**src/rtl/ryu_pkg.sv**
```systemverilog
// Shared types and constants for the Ryu sprite controller.
// The optional feature macro RYU_AIR_CONTROL_EN is consumed by ryu_controller.
package ryu_pkg;

    localparam logic [2:0] SPR_STAND = 3'd0;
    localparam logic [2:0] SPR_PUNCH = 3'd1;
    localparam logic [2:0] SPR_JUMP  = 3'd2;

    typedef enum logic [1:0] {
        ST_STAND = 2'd0,
        ST_PUNCH = 2'd1,
        ST_JUMP  = 2'd2
    } ryu_state_e;

    // Signed 11-bit so position arithmetic can go below zero before clamping.
    typedef logic signed [10:0] pos_t;

    typedef enum logic [1:0] {
        DIR_NONE  = 2'd0,
        DIR_LEFT  = 2'd1,
        DIR_RIGHT = 2'd2
    } dir_e;

    function automatic dir_e key_dir(input logic left, input logic right);
        dir_e d;
        d = DIR_NONE;
        if (left && !right) d = DIR_LEFT;
        else if (right && !left) d = DIR_RIGHT;
        return d;
    endfunction

endpackage

```
**src/rtl/ryu_vsync_edge.sv**
```systemverilog
// Frame tick generator: one-cycle pulse on each falling edge of vsync,
// held off for the first cycle after reset release.
module vsync_edge (
    input  logic clk_i,
    input  logic rst_ni,
    input  logic vsync_i,
    output logic frame_tick_o
);

    logic vsync_q;
    logic armed_q;

    always_ff @(posedge clk_i) begin
        if (!rst_ni) begin
            vsync_q <= 1'b1;
            armed_q <= 1'b0;
        end else begin
            vsync_q <= vsync_i;
            armed_q <= 1'b1;
        end
    end

    assign frame_tick_o = armed_q & vsync_q & ~vsync_i;

endmodule

```
**src/rtl/ryu_controller.sv**
```systemverilog
// Ryu character controller: walk, punch and jump, advancing once per video frame.
// Define RYU_AIR_CONTROL_EN for live left/right steering while airborne.
module ryu_controller
    import ryu_pkg::*;
#(
    parameter logic        [9:0] X_START      = 10'd100,
    parameter logic        [9:0] X_MIN        = 10'd0,
    parameter logic        [9:0] X_MAX        = 10'd576,
    parameter logic        [9:0] GROUND_Y     = 10'd300,
    parameter logic        [3:0] WALK_STEP    = 4'd3,
    parameter logic        [4:0] PUNCH_FRAMES = 5'd12,
    parameter logic signed [7:0] JUMP_V0      = 8'sd12,
    parameter logic signed [7:0] GRAVITY      = 8'sd1
) (
    input  logic       vga_clk,
    input  logic       reset_n,
    input  logic       vsync,
    input  logic       key_left,
    input  logic       key_right,
    input  logic       key_punch,
    input  logic       key_jump,
    output logic [9:0] RyuX,
    output logic [9:0] RyuY,
    output logic [2:0] sprite,
    output ryu_state_e dbg_state_o
);

    localparam pos_t STEP_S   = pos_t'({7'd0, WALK_STEP});
    localparam pos_t X_MIN_S  = pos_t'({1'b0, X_MIN});
    localparam pos_t X_MAX_S  = pos_t'({1'b0, X_MAX});
    localparam pos_t GROUND_S = pos_t'({1'b0, GROUND_Y});
    localparam logic [4:0] PUNCH_LAST = 5'(PUNCH_FRAMES - 5'd1);

    logic frame_tick;

    vsync_edge u_vsync_edge (
        .clk_i        (vga_clk),
        .rst_ni       (reset_n),
        .vsync_i      (vsync),
        .frame_tick_o (frame_tick)
    );

    ryu_state_e        state_q, state_d;
    logic        [9:0] x_q, x_d;
    logic        [9:0] y_q, y_d;
    logic signed [7:0] vel_q, vel_d;
    logic        [4:0] cnt_q, cnt_d;
    logic              punch_prev_q, punch_prev_d;
    logic        [2:0] sprite_q, sprite_d;
`ifndef RYU_AIR_CONTROL_EN
    dir_e              dir_q, dir_d;
`endif

    dir_e              move_dir;
    logic              jump_step;
    logic signed [7:0] step_vel;
    pos_t              x_calc;
    pos_t              y_calc;

    always_ff @(posedge vga_clk) begin
        if (!reset_n) begin
            state_q      <= ST_STAND;
            x_q          <= X_START;
            y_q          <= GROUND_Y;
            vel_q        <= '0;
            cnt_q        <= '0;
            punch_prev_q <= 1'b0;
            sprite_q     <= SPR_STAND;
`ifndef RYU_AIR_CONTROL_EN
            dir_q        <= DIR_NONE;
`endif
        end else begin
            state_q      <= state_d;
            x_q          <= x_d;
            y_q          <= y_d;
            vel_q        <= vel_d;
            cnt_q        <= cnt_d;
            punch_prev_q <= punch_prev_d;
            sprite_q     <= sprite_d;
`ifndef RYU_AIR_CONTROL_EN
            dir_q        <= dir_d;
`endif
        end
    end

    always_comb begin
        state_d      = state_q;
        x_d          = x_q;
        y_d          = y_q;
        vel_d        = vel_q;
        cnt_d        = cnt_q;
        punch_prev_d = punch_prev_q;
`ifndef RYU_AIR_CONTROL_EN
        dir_d        = dir_q;
`endif
        move_dir     = DIR_NONE;
        jump_step    = 1'b0;
        step_vel     = vel_q;
        x_calc       = '0;
        y_calc       = '0;

        if (frame_tick) begin
            punch_prev_d = key_punch;
            unique case (state_q)
                ST_STAND: begin
                    move_dir = key_dir(key_left, key_right);
                    if (key_jump) begin
                        jump_step = 1'b1;
                        step_vel  = JUMP_V0;
`ifndef RYU_AIR_CONTROL_EN
                        dir_d     = move_dir;
`endif
                    end else if (key_punch && !punch_prev_q) begin
                        state_d = ST_PUNCH;
                        cnt_d   = '0;
                    end
                end
                ST_PUNCH: begin
                    if (cnt_q == PUNCH_LAST) begin
                        state_d = ST_STAND;
                        cnt_d   = '0;
                    end else begin
                        cnt_d = cnt_q + 5'd1;
                    end
                end
                ST_JUMP: begin
                    jump_step = 1'b1;
                    step_vel  = vel_q;
`ifdef RYU_AIR_CONTROL_EN
                    move_dir  = key_dir(key_left, key_right);
`else
                    move_dir  = dir_q;
`endif
                end
                default: state_d = ST_STAND;
            endcase

            // The takeoff tick already applies the first upward step.
            if (jump_step) begin
                y_calc = $signed({1'b0, y_q}) - $signed({{3{step_vel[7]}}, step_vel});
                if (y_calc >= GROUND_S) begin
                    y_d     = GROUND_Y;
                    vel_d   = '0;
                    state_d = ST_STAND;
                end else begin
                    y_d     = (y_calc < 0) ? 10'd0 : y_calc[9:0];
                    vel_d   = step_vel - GRAVITY;
                    state_d = ST_JUMP;
                end
            end

            if (move_dir != DIR_NONE) begin
                if (move_dir == DIR_LEFT) x_calc = $signed({1'b0, x_q}) - STEP_S;
                else                      x_calc = $signed({1'b0, x_q}) + STEP_S;
                if (x_calc < X_MIN_S)      x_d = X_MIN;
                else if (x_calc > X_MAX_S) x_d = X_MAX;
                else                       x_d = x_calc[9:0];
            end
        end

        unique case (state_d)
            ST_PUNCH: sprite_d = SPR_PUNCH;
            ST_JUMP:  sprite_d = SPR_JUMP;
            default:  sprite_d = SPR_STAND;
        endcase
    end

    assign RyuX        = x_q;
    assign RyuY        = y_q;
    assign sprite      = sprite_q;
    assign dbg_state_o = state_q;

endmodule

```
**config.mk**
```make
export PLATFORM = sky130hd
export DESIGN_NAME = ryu_controller
export DESIGN_NICKNAME = d
export VERILOG_FILES = /design/src/rtl/ryu_pkg.sv /design/src/rtl/ryu_vsync_edge.sv /design/src/rtl/ryu_controller.sv
export SDC_FILE = /design/constraint.sdc
export NUM_CORES = 1
export LEC_CHECK = 0
export ABC_AREA = 1
export CAP_MARGIN = 0
export CELL_PAD_IN_SITES_DETAIL_PLACEMENT = 0
export CELL_PAD_IN_SITES_GLOBAL_PLACEMENT = 1
export CORE_MARGIN = 5
export CORE_UTILIZATION = 25
export CTS_CLUSTER_SIZE = 24
export DETAILED_ROUTE_END_ITERATION = 8
export DONT_BUFFER_PORTS = 1
export GPL_ROUTABILITY_DRIVEN = 0
export HOLD_SLACK_MARGIN = 0.08
export PLACE_DENSITY_LB_ADDON = 0.1
export SYNTH_ARGS = -nofsm -noshare
export SYNTH_HDL_FRONTEND = slang
export SYNTH_SLANG_ARGS = --single-unit
```
**constraint.sdc**
```tcl
create_clock -name vga_clk -period 3.71 [get_ports vga_clk]
set_input_delay 0.742 -clock vga_clk [delete_from_list [all_inputs] [get_ports vga_clk]]
set_output_delay 0.742 -clock vga_clk [all_outputs]
set_load 0.03 [all_outputs]
```
# Word level (Yosys, flattened, before mapping)
# Cells that the tools add are included.
# word_totals
ff_bits	43
latchBits	0
ram_bits	0
mem_bits_ro	0
input_bits	7
wordCells	74
n_memories	0
# classes
n_addsub	5
mul	0
div	0
n_lt_le_gt_ge	4
n_eq_ne	8
shifts	0
muxes	31
n_bitwise	3
n_reduce_logical	13
# op_table
op	n
2-to-1 mux 10 bit	4
2-to-1 mux 11 bit	3
2-to-1 mux 8 bit	4
less-than comparator 11 x 1 -> 1 bit (second input constant)	2
2-to-1 mux 2 bit	9
2-to-1 mux 5 bit	3
adder 10 x 2 -> 11 bit (second input constant)	1
greater-or-equal comparator 11 x 10 -> 1 bit (second input constant)	1
> comparator 11 bit (second input constant)	1
subtractor 10 x 2 -> 11 bit (second input constant)	1
subtractor 11 x 8 -> 11 bit	1
case mux 5 bit (2 select lines)	1
case mux 2 bit (2 select lines)	2
subtractor 8 x 2 -> 8 bit (second input constant)	1
== test 2 x 1 -> 1 bit (second input constant)	3
case mux 2 bit (3 select lines)	1
adder 5 x 1 -> 5 bit (second input constant)	1
== test 5 x 4 -> 1 bit (second input constant)	1
== test 2 bit (second input constant)	2
inequality test 2 bit (second input constant)	2
AND reduction 2 bit	2
AND reduction 4 bit	1
nonzero test 2 bit	2
logical AND 1 bit	3
7 further kinds	12

# Logic depth before layout (Yosys ltp)
# Gate-level depths: netlist of run 1.
# logic_depth
word_depth	13
ltp_mapped	24
ltp_nobuf	23

# Modules after synthesis
# Synthesis of run 1 repeated with hierarchy kept, for this count alone.
# unflattened
hier_cells	439
hier_area_um2	3089.2
# by_module_without_submodules
module	instances	cells_each	area_per_inst_um2	seq_area_each_um2
ryu_controller	1	433	3031.7	800.8
vsync_edge	1	6	57.6	40.0

# Worst setup path before layout of run 1
# Ideal clock, no wire load.
# synth_path
path_kind	input to register
start	input key_left
end	register x_q[1], in the netlist RyuX[1]
arrival_ns	3.216
path_slack_ns	0.422
stages	16
path_buffers	0
path_cell_list	inv_1 > a32oi_1 > inv_1 > nor2_1 > inv_1 > fa_1 > nand3_1 > nand2_1 > a21oi_1 > o21ai_0 > a21oi_1 > xor2_1 > nand3_1 > nand2_1 > nand3_1 > a21oi_1
# synth_between
elab_chain_len	13
word_cells_on_any_way	17
classes_between	order compare (2); eq/ne (1); mux (9); reduce/logical (5)
# synth_rtl
item	line	text
start: declaration	ryu_controller.sv:18	input logic key_left,
logical NOT 1 bit	ryu_pkg.sv:28	else if (right && !left) d = DIR_RIGHT;
logical AND 1 bit	ryu_pkg.sv:28	
2-to-1 mux 2 bit	ryu_pkg.sv:28	
2-to-1 mux 2 bit (*)	ryu_pkg.sv:27	if (left && !right) d = DIR_LEFT;
case mux 2 bit (2 select lines) (*)	ryu_controller.sv:104	unique case (state_q)
2-to-1 mux 2 bit (*)	ryu_controller.sv:102	if (frame_tick) begin
== test 2 x 1 -> 1 bit	ryu_controller.sv:153	if (move_dir == DIR_LEFT) x_calc = $signed({1'b0, x_q}) - STEP_S;
2-to-1 mux 11 bit	ryu_controller.sv:153	
2-to-1 mux 11 bit	ryu_controller.sv:152	if (move_dir != DIR_NONE) begin
2-to-1 mux 11 bit	ryu_controller.sv:102	
> comparator 11 bit	ryu_controller.sv:156	else if (x_calc > X_MAX_S) x_d = X_MAX;
2-to-1 mux 10 bit	ryu_controller.sv:156	
2-to-1 mux 10 bit	ryu_controller.sv:155	if (x_calc < X_MIN_S) x_d = X_MIN;
end signal: assignment	ryu_controller.sv:63	x_q <= X_START;
end signal: assignment	ryu_controller.sv:74	x_q <= x_d;
end: declaration	ryu_controller.sv:44	logic [9:0] x_q, x_d;
# Every way passes the cells marked *; elsewhere a longest branch is shown, timed or not. The select of a mux whose other input is x is not followed.
# A chain may end at the register's enable or synchronous reset.

# Worst setup path after layout of run 1
# layout_path
start	register state_q[1], in the netlist dbg_state_o[1]
end	register sprite_q[1], in the netlist sprite[1]
# layout_between
elab_chain_len	10
word_cells_on_any_way	19
classes_between	add/sub (1); order compare (1); eq/ne (4); mux (12); reduce/logical (1)
# layout_rtl
item	line	text
start: declaration	ryu_controller.sv:43	ryu_state_e state_q, state_d;
start signal: assignment	ryu_controller.sv:73	state_q <= state_d;
logical NOT 2 bit	ryu_controller.sv:104	
2-to-1 mux 8 bit	ryu_controller.sv:104	
2-to-1 mux 8 bit	ryu_controller.sv:102	
subtractor 11 x 8 -> 11 bit	ryu_controller.sv:140	y_calc = $signed({1'b0, y_q}) - $signed({{3{step_vel[7]}}, step_vel});
greater-or-equal comparator 11 x 10 -> 1 bit	ryu_controller.sv:141	if (y_calc >= GROUND_S) begin
2-to-1 mux 2 bit	ryu_controller.sv:141	
2-to-1 mux 2 bit	ryu_controller.sv:139	if (jump_step) begin
2-to-1 mux 2 bit (*)	ryu_controller.sv:102	
== test 2 bit / == test 2 x 1 -> 1 bit (equally long branches)	ryu_controller.sv:161	unique case (state_d)
case mux 2 bit (2 select lines) (*)	ryu_controller.sv:161	
end signal: assignment	ryu_controller.sv:79	sprite_q <= sprite_d;
end: declaration	ryu_controller.sv:49	logic [2:0] sprite_q, sprite_d;
# Marks and branches as above.

==> results of run 1 <==
flip-flops by register name, indices dropped and copies added, names as in the netlist:
| register | flops |
|---|---|
| RyuY | 10 |
| vel_q | 8 |
| punch_prev_q | 1 |
| sprite | 2 |
| dir_q | 2 |
| cnt_q | 5 |
| u_vsync_edge.vsync_q | 1 |
| RyuX | 10 |
| dbg_state_o | 2 |
| u_vsync_edge.armed_q | 1 |
cell type report:
class	instances	area share
clock buffer	7	0.0412
clock inverter	1	0.00253
inverter	58	0.0644
multi-input combinational	339	0.575
sequential	42	0.243
tap	168	0.0608
timing repair buffer	6	0.0130
report_power, final:
part           leakage (nW)  switching [mW]  internal, mW
sequential            0.341          0.0328         0.468
clock                0.0745           0.186         0.271
combinational          1.09           0.234         0.114
total                  1.51           0.452         0.852
cell families (layout without fill, tap and decap cells):
group | count (synthesis) | after routing | synth area share
simple gates | 225 | 225 | 0.353
compound gates | 73 | 73 | 0.139
buf+inv | 67 | 72 | 0.0934
flops | 42 | 42 | 0.269
fa+ha+maj | 23 | 23 | 0.0970
xor+xnor | 17 | 17 | 0.0477
other cells | 1 | 1 | 0.00120
tightest hold or removal path, cell delays in order (launching register included):
cell     delay (ns)
dfxtp_1        0.31
nand2_1        0.06
a21oi_1        0.05
metal layers:
layer / GRT usage / vias up / wire [um]
met5: 0 / - / 0
met2: 0.199 / 33 / 3850
met4: 0.0308 / 0 / 95
met1: 0.162 / 1243 / 4190
li1: - / 1474 / -
met3: 0.0269 / 10 / 282
placed cells by master, fill, tap and decap left out, types with 10 or more instances in the layout:
cell type,n
nand2_2,11
o21ai_0,16
nor2_1,39
xor2_1,15
inv_1,53
ha_1,21
a21oi_2,10
nand2_1,101
a21oi_1,36
nand3_2,12
dfxtp_1,42
nand3_1,33
through the flow:
| step | instances | utilization | worst slack (ns) | power, mW | hold slack (ns) |
|---|---|---|---|---|---|
| 5_1_grt | 621 | 0.286 | 0.00921 | 1.40 | 0.468 |
| 3_5_place_dp | 613 | 0.273 | 0.269 | 0.864 | 0.460 |
| 2_1_floorplan | 448 | - | 0.422 | 0.794 | 0.445 |
| 4_1_cts | 621 | 0.286 | 0.454 | 1.33 | 0.470 |
| 3_3_place_gp | 613 | 0.273 | 0.288 | 0.868 | 0.456 |
| 6_report | 621 | 0.286 | 0.499 | 1.30 | 0.470 |
final timing paths:
path	startpoint	endpoint	depth (start not counted)
max	dbg_state_o[1]	sprite[1]	17
min	vel_q[7]	vel_q[7]	2
max reg2reg	dbg_state_o[1]	sprite[1]	17
min reg2reg	vel_q[7]	vel_q[7]	2
==> out/metrics.cfg, run 1 <==
[timing]
fin_skew_ns = 0.00516
setup_tns_ns = 0
setup_viol = 0
final-hold-violation-count = 0
rsz0062_at_grt = false
period_needed_ns = 3.21
post-route-period-util = 0.865
max_slew_margin = 0.573
worst_pin_slew_ns = 0.639
slew_violations = 0
fmax_ghz = 0.311

[cells_and_area]
nFillCells = 1384
multi_input_area_sq_um = 1990
final_area_sq_um = 3460
area_delta_synth_final_pct = 10.8
seqCellArea_sq_um = 841
insertedDiodeCount = 0
drive_gt1_frac = 0.135
num-nets-final = 482

[global_routing]
antenna_found_initial = 0
grt_usage = 0.121
grt_pass1_vias = 2750
grt_pass1_wl_um = 14300
gr-total-overflow = 0
grt_max_degree = 22

[critical_path]
cp_data_required_time_ns = 3.92
startpoint_type = flop
crit_top_cell = nand2_1
path_class = reg -> reg
cp-end-kind = flop
crit_arrival_ns = 3.42
path_buf_inv = 2
critPathSlowestCell = dfxtp_1
critPathMaxFanout = 18
path_cells = nor2_2, nand2_2, buf_4, nand2_1, ha_1, a21oi_1, a21boi_0, o21ai_1, xnor2_1, nand3_1, nand3_2, nand2_2, clkinv_4, nand2_1, nand2_1, nand2_1, nor2_1
rrSetupSlack_ns = 0.50
crit_path_max_incr_delay_ns = 0.47
path_delay_family = simple AND/OR/NAND/NOR gates

[clocking]
cts_buffer_depth = 2
tritoncts = built
cts_buffers = 5
path_clk_slew_ns = 0.06
post_cts_buffers = 0
htree_levels = 2
cts_hold_buf = 0
clock_latency_ns = 0.29
cts_sinks = 42
clockRootBuffer = clkbuf_16
postCtsResizedCells = 0

[drt]
post_drt_wl_per_cell_um = 13.6
drcViolationCount = 0
wl_um = 8420
vias_per_cell = 4.44
vias = 2760
drtIter0Drc = 96
ant_nets = 0
dr.pass1.iters = 4

[synthesis]
synth-main-ff-cell = dfxtp_1
yosysUniqueCellTypes = 40
synth_top_area_frac = 0.269
synth_most_common_cell = nand2_1
yosys_warnings = 0
async_flop_share = 0
synthCells = 448
synth_top_cell_by_area = dfxtp_1
synth_edf_count = 0
synth_seq_area_share = 0.269
ys_seq_elements = 42
synth_area_per_cell_sq_um = 6.97
synthesis.nets = 478
synthTopCellsByCount = nand2_1, inv_1, dfxtp_1, nor2_1, a21oi_1
synthTopCellsByArea = dfxtp_1, nand2_1, ha_1, inv_1, a21oi_1
syn-cell-area_sq_um = 3120

[placement]
hpwlAfterDp_um = 6700
placed_area_sq_um = 3310
port_buffers = 0

[pwr]
p_leak_nw = 1.51
cellPowerDensity_nw_per_um2 = 377
irDropWorstVdd_uv = 174

[die]
boundaryPins = 32
row_count = 40
die-area_sq_um = 14800
die_w_um = 122
start_util = 0.258
core_area_sq_um = 12100
die_y_um = 122

[job]
cap_violations = 0

[status]
status = finished clean

[hold_path]
hp-class = reg -> reg

(Power assumes the default switching activity.)
==> run 2: changes to the inputs <==
==> constraint.sdc (replaced) <==
create_clock -name vga_clk -period 3.71 [get_ports vga_clk]
set_input_delay 0.371 -clock vga_clk [delete_from_list [all_inputs] [get_ports vga_clk]]
set_output_delay 0.371 -clock vga_clk [all_outputs]
set_load 0.03 [all_outputs]
==> run 2 against run 1 <==
Against the previous run: sequential share of layout area increased by 0.11 points; register-to-register slack about the same; clock skew decreased by 0.00076 ns; final cell count decreased by 0.32%; largest cell class unchanged.
==> out/metrics.cfg, run 2 (synthesized netlist as in run 1, its figures left out) <==
[status]
status = finished clean

[pwr]
intPower_uw = 850  ; -0.22%
cellPowerDensity_nw_per_um2 = 378  ; +0.21%
seq_power_share = 0.384  ; about the same
p_sw_frac = 0.347  ; about the same
p_leak_nw = 1.50  ; -0.67%
net-switching-power_uw = 451  ; -0.23%
irDropWorstVdd_uv = 137  ; -21%
pwr-share-clk = 0.350  ; about the same
p_comb_frac = 0.266  ; about the same

[timing]
setup_viol = 0  ; unchanged
fmax_ghz = 0.312  ; +0.32%
rsz0062_at_grt = false
worst_pin_slew_ns = 0.598  ; -0.0406 ns
period_needed_ns = 3.20  ; -0.0104 ns
post-route-period-util = 0.863  ; -0.00279
max_slew_margin = 0.600  ; +0.0271
slew_violations = 0  ; unchanged
final-hold-violation-count = 0  ; unchanged
setup_tns_ns = 0  ; unchanged
fin_skew_ns = 0.00440  ; -0.000763 ns

[clocking]
clock_latency_ns = 0.28  ; about the same
post_cts_buffers = 0  ; unchanged
cts_buffers = 5  ; unchanged
path_clk_slew_ns = 0.06  ; about the same
postCtsResizedCells = 0  ; unchanged
tritoncts = built
cts_buffer_depth = 2  ; unchanged
cts_sinks = 42  ; unchanged
htree_levels = 2  ; unchanged
clockRootBuffer = clkbuf_16
cts_hold_buf = 0  ; unchanged

[drt]
post_drt_wl_per_cell_um = 13.8  ; +1.4%
vias_per_cell = 4.51  ; +1.5%
ant_nets = 0  ; unchanged
drtIter0Drc = 103  ; +7.3%
drcViolationCount = 0  ; unchanged
dr.pass1.iters = 4  ; unchanged
wl_um = 8510  ; +1.1%
vias = 2793  ; +1.2%

[global_routing]
grt_pass1_vias = 2782  ; +1.2%
gr-total-overflow = 0  ; unchanged
grt_pass1_wl_um = 14500  ; +1.4%
grt_usage = 0.123  ; +0.00146
grt_max_degree = 23  ; +4.5%
antenna_found_initial = 0  ; unchanged

[placement]
hpwlAfterDp_um = 6770  ; +0.93%
port_buffers = 0  ; unchanged

[critical_path]
startpoint_type = flop
crit_path_max_incr_delay_ns = 0.43  ; -0.04 ns
path_cells = nor2_2, a32oi_1, inv_1, nor2_1, buf_4, inv_1, fa_1, nand3_1, nand2_1, a21oi_1, o21ai_0, a21oi_1, xor2_1, nand3_1, nand2_1, nand3_1, a21oi_1
crit_arrival_ns = 3.42  ; about the same
critPathMaxFanout = 9  ; -9
path_class = reg -> reg
path_delay_family = compound AO/OA/AOI/OAI gates
critPathSlowestCell = fa_1
path_buf_inv = 3  ; +1
cp-end-kind = flop
cp_data_required_time_ns = 3.92  ; about the same

[cells_and_area]
area_delta_synth_final_pct = 10.3
num-nets-final = 480  ; -0.41%
drive_gt1_frac = 0.131  ; -0.00384
insertedDiodeCount = 0  ; unchanged
layout_commonest_cell = nand2_1
final_util = 0.284  ; -0.00124
final_cell_mix = nand2_1, inv_1, dfxtp_1
nFillCells = 1402  ; +1.3%

[job]
cap_violations = 0  ; unchanged

[hold_path]
hp-class = in -> reg

[die]
start_util = 0.258  ; unchanged
die_y_um = 122  ; unchanged
die_w_um = 122  ; unchanged
die-area_sq_um = 14800  ; unchanged
boundaryPins = 32  ; unchanged
row_count = 40  ; unchanged
core_area_sq_um = 12100  ; unchanged

==> run 2: changes by cell type in the layout (fill, tap and decap cells not counted) <==
cell,previous run,this run
buf_4,6,4
==> run 2: power by group through the flow <==
stage                     registers [mW]  logic, mW  clock network (mW)
after floorplan                    0.506      0.288                   0
after global placement             0.511      0.355                   0
after detailed placement           0.511      0.350                   0
after CTS                          0.500      0.351               0.475
after global routing               0.502      0.400               0.495
final                              0.500      0.346               0.455
==> run 2: routing by layer <==
metal / routed length (um) / vias to the layer above / track usage
li1: - / 1474 / -
met3: 324 / 9 / 0.0265
met5: 0 / - / 0
met2: 4000 / 36 / 0.211
met4: 155 / 0 / 0.0378
met1: 4030 / 1274 / 0.154
==> run 2: final timing paths <==
kind         depth (start not counted)                   end  slack, ns           start
min                                  0  u_vsync_edge.armed_q       0.11         reset_n
max reg2reg                         17               RyuX[3]       0.51  dbg_state_o[0]
min reg2reg                          2              vel_q[7]       0.47        vel_q[7]
max                                 17               RyuX[3]       0.51  dbg_state_o[0]
==> run 2: area by class of cell <==
type / instances / area (sq um) / area share
clock buffers: 7 / 143 / 0.0414
clock inverters: 1 / 8.76 / 0.00254
inverters: 58 / 223 / 0.0647
multi-input cells: 339 / 1990 / 0.578
flip-flops and latches: 42 / 841 / 0.244
well taps: 168 / 210 / 0.0610
repair buffers: 4 / 30.0 / 0.00872
==> run 2: stage by stage <==
stage                     hold slack [ns]  instance area [sq um]  total power, mW  std cells  worst slack, ns
after global placement              0.401                   3290            0.866        611            0.476
after CTS                          0.0987                   3440             1.33        619            0.458
final                               0.113                   3440             1.30        619            0.509
after detailed placement            0.401                   3290            0.860        611            0.493
after floorplan                     0.399                   3120            0.794        448            0.523
after global routing               0.0910                   3440             1.40        619           0.0650
